File: src/rtl/systolic_pkg.sv
// Shared definitions for the systolic array sequencer: default sizing,
// controller state encoding and the wavefront-count width rule.
package systolic_pkg;

    localparam int N_DEF       = 4;
    localparam int K_W_DEF     = 8;
    localparam int MUL_LAT_DEF = 8;

    typedef enum logic [2:0] {
        ST_IDLE     = 3'd0,
        ST_CLEAR    = 3'd1,
        ST_CLR_WAIT = 3'd2,
        ST_FEED_ON  = 3'd3,
        ST_FEED_GAP = 3'd4,
        ST_DRAIN    = 3'd5,
        ST_DONE     = 3'd6
    } state_t;

    // Wave counts reach k_len + 2N - 2, so one extra bit over the beat
    // field is enough as long as 2N - 2 does not exceed 2**K_W.
    function automatic int wave_width(input int k_w);
        return k_w + 1;
    endfunction

    // Width of the drain counter, which counts 0 .. MUL_LAT-1.
    function automatic int drain_width(input int mul_lat);
        return (mul_lat > 1) ? $clog2(mul_lat) : 1;
    endfunction

endpackage

File: src/rtl/systolic_array_sequencer_if.sv
// Control/status bundle between a host and the systolic array sequencer.
interface systolic_array_sequencer_if
    import systolic_pkg::*;
#(
    parameter int N   = N_DEF,
    parameter int K_W = K_W_DEF
) ();

    logic             go;
    logic             abort;
    logic [K_W-1:0]   k_len;
    logic             busy;
    logic             done;
    logic             pe_clr;
    logic [2*N-2:0]   pe_start;
    logic [N-1:0]     feed_en;
    logic [K_W:0]     wave_idx;

    modport master (
        output go, abort, k_len,
        input  busy, done, pe_clr, pe_start, feed_en, wave_idx
    );

    modport slave (
        input  go, abort, k_len,
        output busy, done, pe_clr, pe_start, feed_en, wave_idx
    );

endinterface

File: src/rtl/sa_wave_decode.sv
// Combinational wavefront decode: for wave w, anti-diagonal d starts (and
// row/column buffer i reads) exactly when 0 <= w - d < k_len.
module sa_wave_decode
    import systolic_pkg::*;
#(
    parameter int N   = N_DEF,
    parameter int K_W = K_W_DEF
) (
    input  logic [K_W:0]   wave,
    input  logic [K_W-1:0] k_len,
    input  logic           active,
    output logic [2*N-2:0] pe_start,
    output logic [N-1:0]   feed_en
);

    logic [K_W:0] k_ext;
    assign k_ext = {1'b0, k_len};

    // One window comparator per anti-diagonal.
    for (genvar gi = 0; gi < 2*N-1; gi++) begin : g_diag
        localparam logic [K_W:0] D = (K_W+1)'(gi);
        assign pe_start[gi] = active && (wave >= D) && ((wave - D) < k_ext);
    end

    // Row i and column i are fed on the same skew as diagonal i.
    for (genvar gi = 0; gi < N; gi++) begin : g_feed
        assign feed_en[gi] = pe_start[gi];
    end

endmodule

File: src/rtl/systolic_array_sequencer.sv
// Sequencer for an N x N systolic array: clears the PEs, issues skewed
// start/feed wavefronts with a gap cycle between waves, waits for the
// multiplier pipeline to drain and then pulses done.
module systolic_array_sequencer
    import systolic_pkg::*;
#(
    parameter int N       = N_DEF,
    parameter int K_W     = K_W_DEF,
    parameter int MUL_LAT = MUL_LAT_DEF
) (
    input  logic                       clk,
    input  logic                       rst_n,
    systolic_array_sequencer_if.slave  bus
);

    localparam int WW = wave_width(K_W);
    localparam int DW = drain_width(MUL_LAT);

    state_t          state_reg, state_next;
    logic [K_W-1:0]  k_reg, k_next;
    logic [WW-1:0]   wave_reg, wave_next;
    logic [DW-1:0]   drain_reg, drain_next;

    logic [WW-1:0]   total_waves;
    logic [WW-1:0]   wave_inc;
    logic [2*N-2:0]  pe_start_w;
    logic [N-1:0]    feed_en_w;

    assign total_waves = {1'b0, k_reg} + WW'(2*N-2);
    assign wave_inc    = wave_reg + WW'(1);

    // State and pass context registers; reset discards any pass in flight.
    always_ff @(posedge clk or negedge rst_n) begin
        if (!rst_n) begin
            state_reg <= ST_IDLE;
            k_reg     <= '0;
            wave_reg  <= '0;
            drain_reg <= '0;
        end else begin
            state_reg <= state_next;
            k_reg     <= k_next;
            wave_reg  <= wave_next;
            drain_reg <= drain_next;
        end
    end

    // Next-state logic; abort outranks every normal transition.
    always_comb begin
        state_next = state_reg;
        k_next     = k_reg;
        wave_next  = wave_reg;
        drain_next = drain_reg;

        if (state_reg != ST_IDLE && bus.abort) begin
            state_next = ST_IDLE;
            k_next     = '0;
            wave_next  = '0;
            drain_next = '0;
        end else begin
            case (state_reg)
                ST_IDLE: begin
                    if (bus.go && !bus.abort) begin
                        k_next     = bus.k_len;
                        wave_next  = '0;
                        drain_next = '0;
                        state_next = ST_CLEAR;
                    end
                end
                ST_CLEAR: begin
                    state_next = ST_CLR_WAIT;
                end
                ST_CLR_WAIT: begin
                    state_next = (k_reg == '0) ? ST_DONE : ST_FEED_ON;
                end
                ST_FEED_ON: begin
                    state_next = ST_FEED_GAP;
                end
                ST_FEED_GAP: begin
                    wave_next = wave_inc;
                    if (wave_inc == total_waves) begin
                        drain_next = '0;
                        state_next = (MUL_LAT == 0) ? ST_DONE : ST_DRAIN;
                    end else begin
                        state_next = ST_FEED_ON;
                    end
                end
                ST_DRAIN: begin
                    if (drain_reg == DW'(MUL_LAT-1)) begin
                        state_next = ST_DONE;
                    end else begin
                        drain_next = drain_reg + DW'(1);
                    end
                end
                ST_DONE: begin
                    state_next = ST_IDLE;
                end
                default: begin
                    state_next = ST_IDLE;
                end
            endcase
        end
    end

    sa_wave_decode #(
        .N   (N),
        .K_W (K_W)
    ) u_wave_decode (
        .wave     (wave_reg),
        .k_len    (k_reg),
        .active   (state_reg == ST_FEED_ON),
        .pe_start (pe_start_w),
        .feed_en  (feed_en_w)
    );

    // Moore output decode from the registered state only.
    always_comb begin
        bus.busy     = (state_reg != ST_IDLE);
        bus.done     = (state_reg == ST_DONE);
        bus.pe_clr   = (state_reg == ST_CLEAR);
        bus.pe_start = pe_start_w;
        bus.feed_en  = feed_en_w;
        bus.wave_idx = (state_reg == ST_IDLE) ? '0 : wave_reg;
    end

endmodule

File: src/flat_wrapper.sv
// flat-port wrapper written by rule: the top's interface ports become plain ports
module systolic_array_sequencer_flat import systolic_pkg::*;
#(
    parameter int N       = N_DEF,
    parameter int K_W     = K_W_DEF,
    parameter int MUL_LAT = MUL_LAT_DEF
)
  (clk, rst_n, bus_go, bus_abort, bus_k_len, bus_busy, bus_done, bus_pe_clr, bus_pe_start, bus_feed_en, bus_wave_idx);
  systolic_array_sequencer_if #(.N(N), .K_W(K_W)) bus_i ();
  input  logic clk;
  input  logic rst_n;
  input wire logic [$bits(bus_i.go)-1:0] bus_go;
  input wire logic [$bits(bus_i.abort)-1:0] bus_abort;
  input wire logic [$bits(bus_i.k_len)-1:0] bus_k_len;
  output wire logic [$bits(bus_i.busy)-1:0] bus_busy;
  output wire logic [$bits(bus_i.done)-1:0] bus_done;
  output wire logic [$bits(bus_i.pe_clr)-1:0] bus_pe_clr;
  output wire logic [$bits(bus_i.pe_start)-1:0] bus_pe_start;
  output wire logic [$bits(bus_i.feed_en)-1:0] bus_feed_en;
  output wire logic [$bits(bus_i.wave_idx)-1:0] bus_wave_idx;
  assign bus_i.go = bus_go;
  assign bus_i.abort = bus_abort;
  assign bus_i.k_len = bus_k_len;
  assign bus_busy = bus_i.busy;
  assign bus_done = bus_i.done;
  assign bus_pe_clr = bus_i.pe_clr;
  assign bus_pe_start = bus_i.pe_start;
  assign bus_feed_en = bus_i.feed_en;
  assign bus_wave_idx = bus_i.wave_idx;
  systolic_array_sequencer #(.N(N), .K_W(K_W), .MUL_LAT(MUL_LAT)) u_core (.clk(clk), .rst_n(rst_n), .bus(bus_i));
endmodule
File: config.mk
export PLATFORM = sky130hd
export DESIGN_NAME = systolic_array_sequencer_flat
export DESIGN_NICKNAME = d
export VERILOG_FILES = /design/src/rtl/systolic_pkg.sv /design/src/rtl/systolic_array_sequencer_if.sv /design/src/rtl/sa_wave_decode.sv /design/src/rtl/systolic_array_sequencer.sv /design/src/flat_wrapper.sv
export SDC_FILE = /design/constraint.sdc
export NUM_CORES = 1
export LEC_CHECK = 0
export CAP_MARGIN = 0
export CORE_ASPECT_RATIO = 1.5
export CORE_UTILIZATION = 60
export CTS_BUF_LIST = sky130_fd_sc_hd__clkbuf_8
export CTS_CLUSTER_SIZE = 40
export DETAILED_ROUTE_END_ITERATION = 8
export PLACE_DENSITY = 0.95
export SLEW_MARGIN = 20
export SYNTH_ARGS = -nofsm -noshare
export SYNTH_HDL_FRONTEND = slang
export SYNTH_SLANG_ARGS = --single-unit
File: constraint.sdc
create_clock -name clk -period 4.3 [get_ports clk]
set_clock_uncertainty 0.15 [all_clocks]
set_input_delay 0.645 -clock clk [delete_from_list [all_inputs] [get_ports clk]]
set_output_delay 0.645 -clock clk [all_outputs]
set_load 0.02 [all_outputs]
==> results.md, run 1 <==
- The run finished with clean final reports.
- The highest net fanout along the worst path is 7.
- By count the netlist is led by ha_1, nand2_1, nor2_1.
- The path length in cells of the critical path is 10.
- The end of the worst register-to-register path is u_core.drain_reg[0]$_DFFE_PN0P_.
- The clock tree from TritonCTS is done.
- The power per unit of standard cell area is 313 nW/um2.
- For the pin with the worst max-slew slack, the measured transition is 0.753 ns.
- The clock latency at the later pin of the worst-skew pair is 0.27 ns.
- The filler-free cell count of the finished design is 509.
- The total overflow left after global routing is 0.
- Detailed routing inserted a total of 3,308 vias.
- The aggregate global-route resource usage is 0.326.
- The sum of buffers and inverters on the critical path is 2.
- The number of global-route vias before repair is 3,218.
- The number of buffers on the longest clock path is 2.
- The class of the tightest hold or removal check is in2async.
- STA classifies the critical path startpoint as a flip-flop.
- Row generation in the floorplan step produced 33 rows.
- The number of cells on the worst reg-to-reg path is 8.
- For met3 alone, demand over resource in global routing was 0.0376.
- Among all cell types in the netlist, the one instantiated most often is ha_1.
- Traced cell by cell, the critical path runs through inv_1, ha_1, or3b_2, nor2_1, xor2_1, ha_1, o21ai_0, a31oi_1, nor4_2, clkdlybuf4s50_1.
- For this run, the slowest stage of the critical path takes 0.67 ns.
- Timing would allow up to 239 MHz.
- The critical path starts at u_core.wave_reg[2]$_DFFE_PN0P_.
- In this run the tightest slew margin relative to its limit is 0.498.
- The worst slack after detailed placement is 0.436 ns.
- The most critical setup path has its endpoint at bus_pe_start[3].
- The final hold violation count is 0.
- The biggest area contributor in the post-synthesis netlist is ha_1.
- The worst-case IR drop observed on VDD is 0.348 mV.
- The fraction of synthesized cell area taken by the top area cell type is 0.233.
- The number of buffers inserted during clock tree synthesis is 3.
- Yosys attributes the largest share of cell area to ha_1, dfrtp_1, xnor2_1.
- The initial cell density of the core is 0.621.
- The clock tree root driver cell is clkbuf_8.
- The count of placed standard cells including taps is 505.
- The number of antenna violations at the first check in global routing is 0.
- The register with the most flip-flops in the layout has 9 of them.
- The violation count after the first detailed-routing iteration is 249.
- The vertical extent of the die is 94.0 um.
- For this run, asynchronously set or reset flops after synthesis account for 1.00.
- The number of violations of the max-capacitance limit is 0.
- In the synthesized netlist, the number of instances is 419.
- The first TritonRoute pass finished after 6 iterations.
- The total inserted antenna cells is 0.
- The final antenna-violating net count is 0.
- The congestion estimate from routability-driven global placement came to 0.961.
- The met1 track demand over resource is 0.339.
- The number of flops mapped to enable cells by yosys is 0.
- The die covers 5950 um2.
- The cell family with the largest share of critical-path delay is simple AND/OR/NAND/NOR gates.
- The analysis attributes to cell leakage a power of 1.68 nW.
- In this run the number of H-tree levels came out at 1.
- The DRC violation count after routing is 0.
- The register area share after synthesis is 0.170.
- At the worst endpoint, the required time is 3.50 ns.
- Once detailed placement completed, the half-perimeter wirelength came to 7010 um.
- The synthesized net count is 494.
- The most used flip-flop cell after synthesis is dfrtp_1.
- The most numerous cell type found on the critical path is ha_1.
- The slowest stage of the critical path belongs to the cell clkdlybuf4s50_1.
- After global routing, the most crowded layer is met2.
- The global-route wire length before repair is 15,100 um.
- The floorplan die width is 63.3 um.
- The max-slew violation total from the final report came to 0.
- The worst setup path is captured at a primary output.
- The number of nets in the layout is 515.
- The worst setup slack for register-to-register paths is 1.48 ns.
- The mapped cell area is 3380 um2.
- For this design, the sink count on the clock tree is 23.
- In this run the tool buffered the top-level ports with 34 buffer cells.
- The number of warnings reported in the yosys synthesis log is 0.
- During I/O placement, the number of pins put on the boundary was 35.
- The placeable core area is 5450 um2.
- For the worst setup path, the data arrival time is 3.40 ns.
- Dividing the final minimum period by the clock period gives 0.975.
- The final critical-path required period is 4.19 ns.
- The via count normalized by instance count is 6.50.
- After clock tree synthesis, the clock-pin slew on the worst setup and hold paths is 0.09 ns.
- Averaged over all synthesized cells, the footprint is 8.08 um2.
- The setup slack after layout is 0.109 ns.
- The proportion of layout cells with a drive suffix above 1 is 0.0547.
- In this run, distinct cell masters in the synthesized netlist total 53.
- The final-report setup violation count is 0.
- For met2 alone, demand over resource in global routing was 0.591.
- The core occupancy in the finished layout is 0.699.
- The routed wire length is 9250 um.
- In the final routed layout, each cell accounts on average for 18.2 um.
- The maximum number of pins on one net before global-route repair is 24.
- The number of register bits inferred by synthesis is 23.
- The worst setup path is of the reg2out kind.
- The worst register-to-register path begins at u_core.k_reg[2]$_DFFE_PN0P_.
- Relative to the synthesized area, the layout overhead comes to 12.6%.
[logic make-up after synthesis]
logic type	Yosys count	synth area share
AOI/OAI and AO/OA	107	0.210
muxes	1	0.00443
buffers and inverters	50	0.0625
DFF	23	0.170
xor gates and xnor gates	42	0.129
and+or+nand+nor	133	0.192
adders and majority gates	63	0.233
[routing by layer]
metal	part of all wire	wire (um)
met4	0.064	590
met2	0.51	4680
met3	0.066	613
met5	0	0
met1	0.36	3360
[power breakdown]
part | internal [mW] | leakage, nW | switching, mW | total (mW)
Combinational | 0.311 | 1.34 | 0.417 | 0.728
Sequential | 0.250 | 0.312 | 0.0776 | 0.327
Clock | 0.0649 | 0.0255 | 0.0728 | 0.138
Total | 0.625 | 1.68 | 0.568 | 1.19
[worst min path at each step]
stage | from | cells after the start | to
final | rst_n | 1 | u_core.wave_reg[2]$_DFFE_PN0P_
after global routing | rst_n | 1 | u_core.k_reg[4]$_DFFE_PN0P_
after CTS | u_core.drain_reg[1]$_DFFE_PN0P_ | 1 | u_core.drain_reg[1]$_DFFE_PN0P_
after detailed placement | u_core.drain_reg[2]$_DFFE_PN0P_ | 1 | u_core.drain_reg[2]$_DFFE_PN0P_
after global placement | u_core.drain_reg[1]$_DFFE_PN0P_ | 1 | u_core.drain_reg[1]$_DFFE_PN0P_
after floorplan | rst_n | 0 | u_core.drain_reg[0]$_DFFE_PN0P_
[what timing repair did]
action,in CTS,in global routing
hold endpoints to repair,0,0
buffers inserted,0,0
gates resized for setup,0,3
hold buffers,0,0
endpoints found under the setup margin,0,4
[final cells by class]
class	count	area [um2]
sequential	23	577
multi-input combinational	346	2600
inverter	21	78.8
clock inverter	1	5.00
timing repair buffer	45	418
fill	437	1640
tap	70	87.6
clock buffer	3	41.3
[layout by cell type, fill, tap and decap left out, types with 8 or more instances in the layout]
| cell | count |
|---|---|
| clkdlybuf4s50_1 | 33 |
| nand2_1 | 46 |
| ha_1 | 63 |
| nor3_1 | 8 |
| dfrtp_1 | 22 |
| o21ai_0 | 29 |
| nor2_1 | 30 |
| buf_4 | 11 |
| a21oi_1 | 23 |
| inv_1 | 20 |
| o211ai_1 | 8 |
| xor2_1 | 11 |
| xnor2_1 | 26 |
| a21o_1 | 8 |
| a22oi_1 | 8 |
[stage by stage]
step                hold slack (ns)  power (mW)  instance area, um2  TNS, ns
finish                        0.194        1.19                3810        0
global route                  0.233        1.30                3810  -0.0381
CTS                           0.366        1.18                3810        0
detailed placement            0.347        1.04                3760        0
global placement              0.338       0.996                3760        0
floorplan                     0.199       0.824                3380        0
Note: power is estimated with default switching activity, not from simulation.
==> run 2, diff against run 1 <==
CTS_CLUSTER_DIAMETER = 40   (was default)
SKIP_CTS_REPAIR_TIMING = 1   (was default)
TNS_END_PERCENT = 10   (was default)
==> run 2 against run 1 <==
- first-iteration DRC count stayed put
- global-route usage stayed put
- combinational power hardly changed
- sequential cell count stayed put
- final area hardly changed
- setup slack hardly changed
==> results.md, run 2 (synthesized netlist as in run 1, its figures left out) <==
- Outcome: finished clean (unchanged).
- The sum of buffers and inverters on the critical path was 2 (unchanged).
- The type of the worst setup path is reg2out (unchanged).
- The number of global-route vias before repair is 3,218 (unchanged).
- The post-route total power is 1.19 mW (about the same).
- The final hold violation count is 0 (unchanged).
- The cell with the biggest individual delay on the critical path is clkdlybuf4s50_1 (unchanged).
- The number of buffers inserted during clock tree synthesis is 3 (unchanged).
- The total clock sinks is 23 (unchanged).
- The area growth from synthesis to final layout is 12.6% (about the same).
- The floorplan die width is 63.3 um (unchanged).
- The number of violations of the max-capacitance limit is 0 (unchanged).
- The final worst-path cycle share is 0.975 (about the same).
- Most frequent cells in the layout: ha_1, nand2_1, clkdlybuf4s50_1 (unchanged).
- The final critical-path required period was 4.19 ns (about the same).
- The filler-free cell count of the finished design is 509 (unchanged).
- The number of antenna violations at the first check in global routing is 0 (unchanged).
- The number of ports placed on the die boundary is 35 (unchanged).
- The violation count after the first detailed-routing iteration is 249 (unchanged).
- The number of levels the H-tree was split into is 1 (unchanged).
- The DRC violation count after routing is 0 (unchanged).
- The global-route wire length before repair came to 15,100 um (unchanged).
- The final antenna-violating net count came to 0 (unchanged).
- The power per unit of standard cell area came to 313 nW/um2 (about the same).
- The startpoint of the most critical register-to-register path is u_core.k_reg[2]$_DFFE_PN0P_ (unchanged).
- The aggregate global-route resource usage is 0.326 (unchanged).
- Setup repair after global routing could not meet its margin everywhere.
- The standby leakage power came to 1.68 nW (about the same).
- The largest stage delay on the critical path is 0.67 ns (about the same).
- The number of nets in the layout is 515 (unchanged).
- The clock latency at the later pin of the worst-skew pair is 0.27 ns (about the same).
- The routed wire length per instance is 18.2 um (unchanged).
- The count of port buffers added during placement is 34 (unchanged).
- The clock tree root driver cell was clkbuf_8 (unchanged).
- The final-report setup violation count is 0 (unchanged).
- The max-slew violation total from the final report is 0 (unchanged).
- The count of placed standard cells including taps is 505 (unchanged).
- The actual slew at the worst max-slew pin was 0.753 ns (unchanged).
- The final estimated routing congestion in global placement is 0.961 (unchanged).
- The total half-perimeter wirelength after legalization and detailed placement is 7010 um (unchanged).
- The via count normalized by instance count was 6.50 (unchanged).
- The number of flip-flops under the largest register name is 9 (unchanged).
- The cell depth of the worst flop-to-flop path is 8 (unchanged).
- The remaining max-slew budget at the tightest pin is 0.498 (unchanged).
- The arrival time reported for the critical path endpoint is 3.40 ns (about the same).
- The placeable core area is 5450 um2 (unchanged).
- The clock tree from TritonCTS is done (unchanged).
- The residual overflow from global routing came to 0 (unchanged).
- The most used cell along the critical path is ha_1 (unchanged).
- The clock transition at the register clock pins on the worst setup and hold paths after CTS is 0.09 ns (about the same).
- The initial cell density of the core was 0.621 (unchanged).
- The kind of end point of the critical path was a primary output (unchanged).
- The vertical extent of the die is 94.0 um (unchanged).
- Critical path cell sequence: inv_1, ha_1, or3b_2, nor2_1, xor2_1, ha_1, o21ai_0, a31oi_1, nor4_2, clkdlybuf4s50_1 (unchanged).
- The most common library cell in the layout ignoring fill and taps is ha_1 (unchanged).
- The peak supply drop is 0.348 mV (unchanged).
- The maximum number of pins on one net before global-route repair is 24 (unchanged).
- The area enclosed by the die boundary is 5950 um2 (unchanged).
- The highest clock frequency the design can meet is 239 MHz (unchanged).
- The cell family with the largest share of critical-path delay is simple AND/OR/NAND/NOR gates (unchanged).
- The first-pass detailed-route iteration total is 6 (unchanged).
- The worst setup slack for register-to-register paths is 1.48 ns (about the same).
- The critical path launch point type is a flip-flop (unchanged).
- The class of the tightest hold or removal check is in2async (unchanged).
- The proportion of layout cells with a drive suffix above 1 is 0.0524 (was 0.0547).
- The total inserted antenna cells is 0 (unchanged).
- The critical path data required time was 3.50 ns (about the same).
- The number of buffers on the longest clock path is 2 (unchanged).
- The routed wire length is 9250 um (unchanged).
- The routed via count was 3,308 (unchanged).
- The number of placement rows is 33 (unchanged).
- The highest net fanout along the worst path is 7 (unchanged).
- The end of the worst register-to-register path was u_core.drain_reg[0]$_DFFE_PN0P_ (unchanged).
## run 2: cell counts in the layout (fill, tap and decap cells not counted)
Identical to the previous run, type by type.
## run 2: per-layer routing
metal  part of all wire  GRT usage
met1               0.36      0.339
met5                  0          0
met2               0.51      0.591
met4              0.064      0.244
met3              0.066     0.0376
## run 2: final cells by class
type                       instances  area, um2
clock buffer                       3       41.3
clock inverter                     1       5.00
fill                             437       1640
inverter                          21       78.8
multi-input combinational        346       2600
sequential                        23        576
tap                               70       87.6
timing repair buffer              45        418
## run 2: metrics by stage
step | setup slack [ns] | hold slack [ns] | setup TNS (ns) | cell area [um2] | util
2_1_floorplan | 0.162 | 0.199 | 0 | 3380 | -
3_3_place_gp | 0.504 | 0.338 | 0 | 3760 | 0.690
3_5_place_dp | 0.436 | 0.347 | 0 | 3760 | 0.690
4_1_cts | 0.131 | 0.366 | 0 | 3810 | 0.699
5_1_grt | -0.0217 | 0.234 | -0.0381 | 3810 | 0.699
6_report | 0.109 | 0.194 | 0 | 3810 | 0.699
## run 2: power by group
group | internal, mW | switching [mW] | total (mW)
Clock | 0.0649 | 0.0728 | 0.138
Sequential | 0.249 | 0.0776 | 0.327
Combinational | 0.311 | 0.417 | 0.728
## run 2: worst register-to-register path: cells and delay by family (launching register included)
family                   cells  cell delay (ns)
flip-flops                   1             0.45
AO/OA/AOI/OAI                3             0.79
multiplexers                 1             0.27
AND/OR/NAND/NOR              2             0.57
buffers and inverters        1             0.20
adder cells (fa/ha/maj)      1             0.26
## run 2: worst max-delay path by stage
| stage | start | cells past startpoint | endpoint | slack, ns |
|---|---|---|---|---|
| 2_1_floorplan | u_core.wave_reg[3]$_DFFE_PN0P_ | 10 | bus_pe_start[3] | 0.16 |
| 3_3_place_gp | u_core.wave_reg[2]$_DFFE_PN0P_ | 8 | bus_pe_start[3] | 0.50 |
| 3_5_place_dp | u_core.wave_reg[2]$_DFFE_PN0P_ | 8 | bus_pe_start[3] | 0.44 |
| 4_1_cts | u_core.wave_reg[2]$_DFFE_PN0P_ | 8 | bus_pe_start[3] | 0.13 |
| 5_1_grt | u_core.wave_reg[2]$_DFFE_PN0P_ | 10 | bus_feed_en[3] | -0.02 |
| 6_report | u_core.wave_reg[2]$_DFFE_PN0P_ | 10 | bus_pe_start[3] | 0.11 |
==> run 3, diff against run 2 <==
CORE_UTILIZATION = 63   (was 60)
clock period = 5 ns   (was 4.3 ns; I/O delays follow)
==> run 3 against run 2 <==
- setup slack gained 0.31 ns
- highest routed layer unchanged
- non-clock buffer count is 7 lower
- largest power group unchanged
- sequential power is 14% lower
- routed wire length increased by 0.12%
- first-iteration DRC count down 53%
- die area decreased by 4.6%
- final area is 1.6% lower
==> results.md, run 3 (synthesized netlist as in run 1, its figures left out) <==
- Outcome: finished clean (unchanged).
- The end of the worst register-to-register path is u_core.drain_reg[0]$_DFFE_PN0P_ (unchanged).
- The number of nets in the layout is 508 (was 515).
- The post-route standard cell area excluding fillers is 3750 um2 (was 3810 um2).
- The final hold violation count was 0 (unchanged).
- The floorplan die width is 61.8 um (was 63.3 um).
- The maximum number of pins on one net before global-route repair is 24 (unchanged).
- The class of the tightest hold or removal check is in2async (unchanged).
- The fraction of power spent switching nets is 0.477 (was 0.476).
- The critical path data required time is 4.10 ns (was 3.50 ns).
- The residual overflow from global routing is 0 (unchanged).
- The net load switching power is 0.484 mW (was 0.568 mW).
- The most utilized layer in the global route result was met2 (unchanged).
- The violation count after the first detailed-routing iteration is 116 (was 249).
- The beginning of the critical path is u_core.wave_reg[2]$_DFFE_PN0P_ (unchanged).
- The via count normalized by instance count was 6.32 (was 6.50).
- The area enclosed by the die boundary was 5680 um2 (was 5950 um2).
- The clock latency at the later pin of the worst-skew pair is 0.27 ns (about the same).
- The routed wire length per instance is 18.5 um (was 18.2 um).
- Derived from the worst setup path, the maximum achievable clock frequency is 218 MHz.
- The number of flip-flops under the largest register name is 9 (unchanged).
- The cell depth of the worst flop-to-flop path is 7 (was 8).
- The number of ports placed on the die boundary is 35 (unchanged).
- The final estimated routing congestion in global placement is 0.974 (was 0.961).
- The final-report setup violation count is 0 (unchanged).
- Unrepaired setup endpoints after global routing: false (was true).
- The DRC violation count after routing is 0 (unchanged).
- The most common library cell in the layout ignoring fill and taps is ha_1 (unchanged).
- The fraction of met3 tracks used by global routing was 0.0296 (was 0.0376).
- The vertical extent of the die is 91.8 um (was 94.0 um).
- The worst slack after detailed placement is 0.714 ns (was 0.436 ns).
- The clock tree from TritonCTS is done (unchanged).
- The critical path launch point type is a flip-flop (unchanged).
- The standby leakage power is 1.65 nW (was 1.68 nW).
- The aggregate global-route resource usage is 0.365 (was 0.326).
- The proportion of layout cells with a drive suffix above 1 is 0.0347 (was 0.0524).
- The initial cell density of the core is 0.655 (was 0.621).
- The kind of end point of the critical path is a primary output (unchanged).
- The routed via count was 3,158 (was 3,308).
- The clock transition at the register clock pins on the worst setup and hold paths after CTS is 0.09 ns (about the same).
- The number of placement rows is 32 (was 33).
- The remaining max-slew budget at the tightest pin is 0.452 (was 0.498).
- The sequential power share is 0.275 (was 0.274).
- The number of global-route vias before repair is 3,242 (was 3,218).
- The area growth from synthesis to final layout came to 10.8% (was 12.6%).
- The type of the worst setup path is reg2out (unchanged).
- The number of buffers inserted during clock tree synthesis was 3 (unchanged).
- The first-pass detailed-route iteration total is 5 (was 6).
- The relative contribution of combinational cells to total power is 0.607 (was 0.611).
- The area after detailed placement is 3710 um2 (was 3760 um2).
- The final antenna-violating net count came to 0 (unchanged).
- The met2 track demand over resource came to 0.623 (was 0.591).
- The number of levels the H-tree was split into came to 1 (unchanged).
- The power per unit of standard cell area is 271 nW/um2 (was 313 nW/um2).
- The worst setup slack for register-to-register paths came to 2.01 ns (was 1.48 ns).
- The internal portion of total power is 0.532 mW (was 0.625 mW).
- The highest net fanout along the worst path is 13 (was 7).
- The met1 track demand over resource is 0.384 (was 0.339).
- The clock tree root driver cell is clkbuf_8 (unchanged).
- The number of buffers on the longest clock path is 2 (unchanged).
- The core occupancy in the finished layout is 0.726 (was 0.699).
- The peak supply drop is 0.250 mV (was 0.348 mV).
- The total negative slack for setup checks is 0 ns (unchanged).
- The actual slew at the worst max-slew pin is 0.816 ns (was 0.753 ns).
- The timing endpoint of the critical path is bus_feed_en[3] (was bus_pe_start[3]).
- The startpoint of the most critical register-to-register path is u_core.wave_reg[1]$_DFFE_PN0P_ (was u_core.k_reg[2]$_DFFE_PN0P_).
- The placeable core area is 5160 um2 (was 5450 um2).
- The clock network fraction of total power is 0.118 (was 0.115).
- The total clock sinks was 23 (unchanged).
- The global-route wire length before repair is 15,200 um (was 15,100 um).
- Most frequent cells in the layout: ha_1, nand2_1, clkdlybuf4s50_1 (unchanged).
- The count of port buffers added during placement is 34 (unchanged).
- The arrival time reported for the critical path endpoint is 3.68 ns (was 3.40 ns).
- The final critical-path required period is 4.58 ns.
- The setup slack after layout is 0.417 ns (was 0.109 ns).
- The number of antenna violations at the first check in global routing is 0 (unchanged).
- The total half-perimeter wirelength after legalization and detailed placement was 7140 um (was 7010 um).
- The routed wire length is 9260 um (was 9250 um).
- The total inserted antenna cells was 0 (unchanged).
- The number of violations of the max-capacitance limit was 0 (unchanged).
- The max-slew violation total from the final report is 0 (unchanged).
- The final worst-path cycle share is 0.917.
## run 3: cell count changes in the layout (fill, tap and decap cells not counted)
cell and delta:
a21boi_0 +1, a21boi_1 -1, buf_4 -7, nor4_1 +1
nor4_2 -1
## run 3: how the worst min path moves through the flow
stage	start	to	slack, ns	cells after the start
6_report	rst_n	u_core.state_reg[2]$_DFFE_PN0P_	0.30	1
3_5_place_dp	u_core.drain_reg[1]$_DFFE_PN0P_	u_core.drain_reg[1]$_DFFE_PN0P_	0.34	1
3_3_place_gp	u_core.drain_reg[1]$_DFFE_PN0P_	u_core.drain_reg[1]$_DFFE_PN0P_	0.34	1
2_1_floorplan	rst_n	u_core.drain_reg[0]$_DFFE_PN0P_	0.30	0
5_1_grt	rst_n	u_core.state_reg[2]$_DFFE_PN0P_	0.33	1
4_1_cts	u_core.drain_reg[1]$_DFFE_PN0P_	u_core.drain_reg[1]$_DFFE_PN0P_	0.37	1
## run 3: worst max-delay path, cell delays in order, from the launching register on
cell	delay [ns]
dfrtp_1	0.53
inv_1	0.25
ha_1	0.32
or3b_2	0.54
or3_1	0.37
a311oi_1	0.27
a21oi_1	0.07
nor4_1	0.37
clkdlybuf4s50_1	0.68
## run 3: power groups by stage
stage	combinational [mW]	clock [mW]	sequential [mW]
CTS	0.611	0.120	0.277
detailed placement	0.604	0	0.281
global route	0.698	0.129	0.287
floorplan	0.466	0	0.242
global placement	0.568	0	0.276
finish	0.616	0.120	0.280
## run 3: routing by layer
metal	up-vias	share of wire
li1	1516	-
met1	1451	0.36
met2	137	0.50
met3	54	0.046
met4	0	0.094
met5	-	0
## run 3: cell type report
cell class	count	area, um2
clock inverter	1	5.00
sequential	23	576
inverter	21	78.8
multi-input combinational	346	2600
fill	397	1420
timing repair buffer	38	365
tap	68	85.1
clock buffer	3	41.3
## run 3: stage by stage
stage	instances	hold slack (ns)	power (mW)
6_report	500	0.297	1.02
4_1_cts	500	0.371	1.01
2_1_floorplan	419	0.304	0.708
3_3_place_gp	496	0.338	0.844
5_1_grt	500	0.332	1.11
3_5_place_dp	496	0.344	0.885
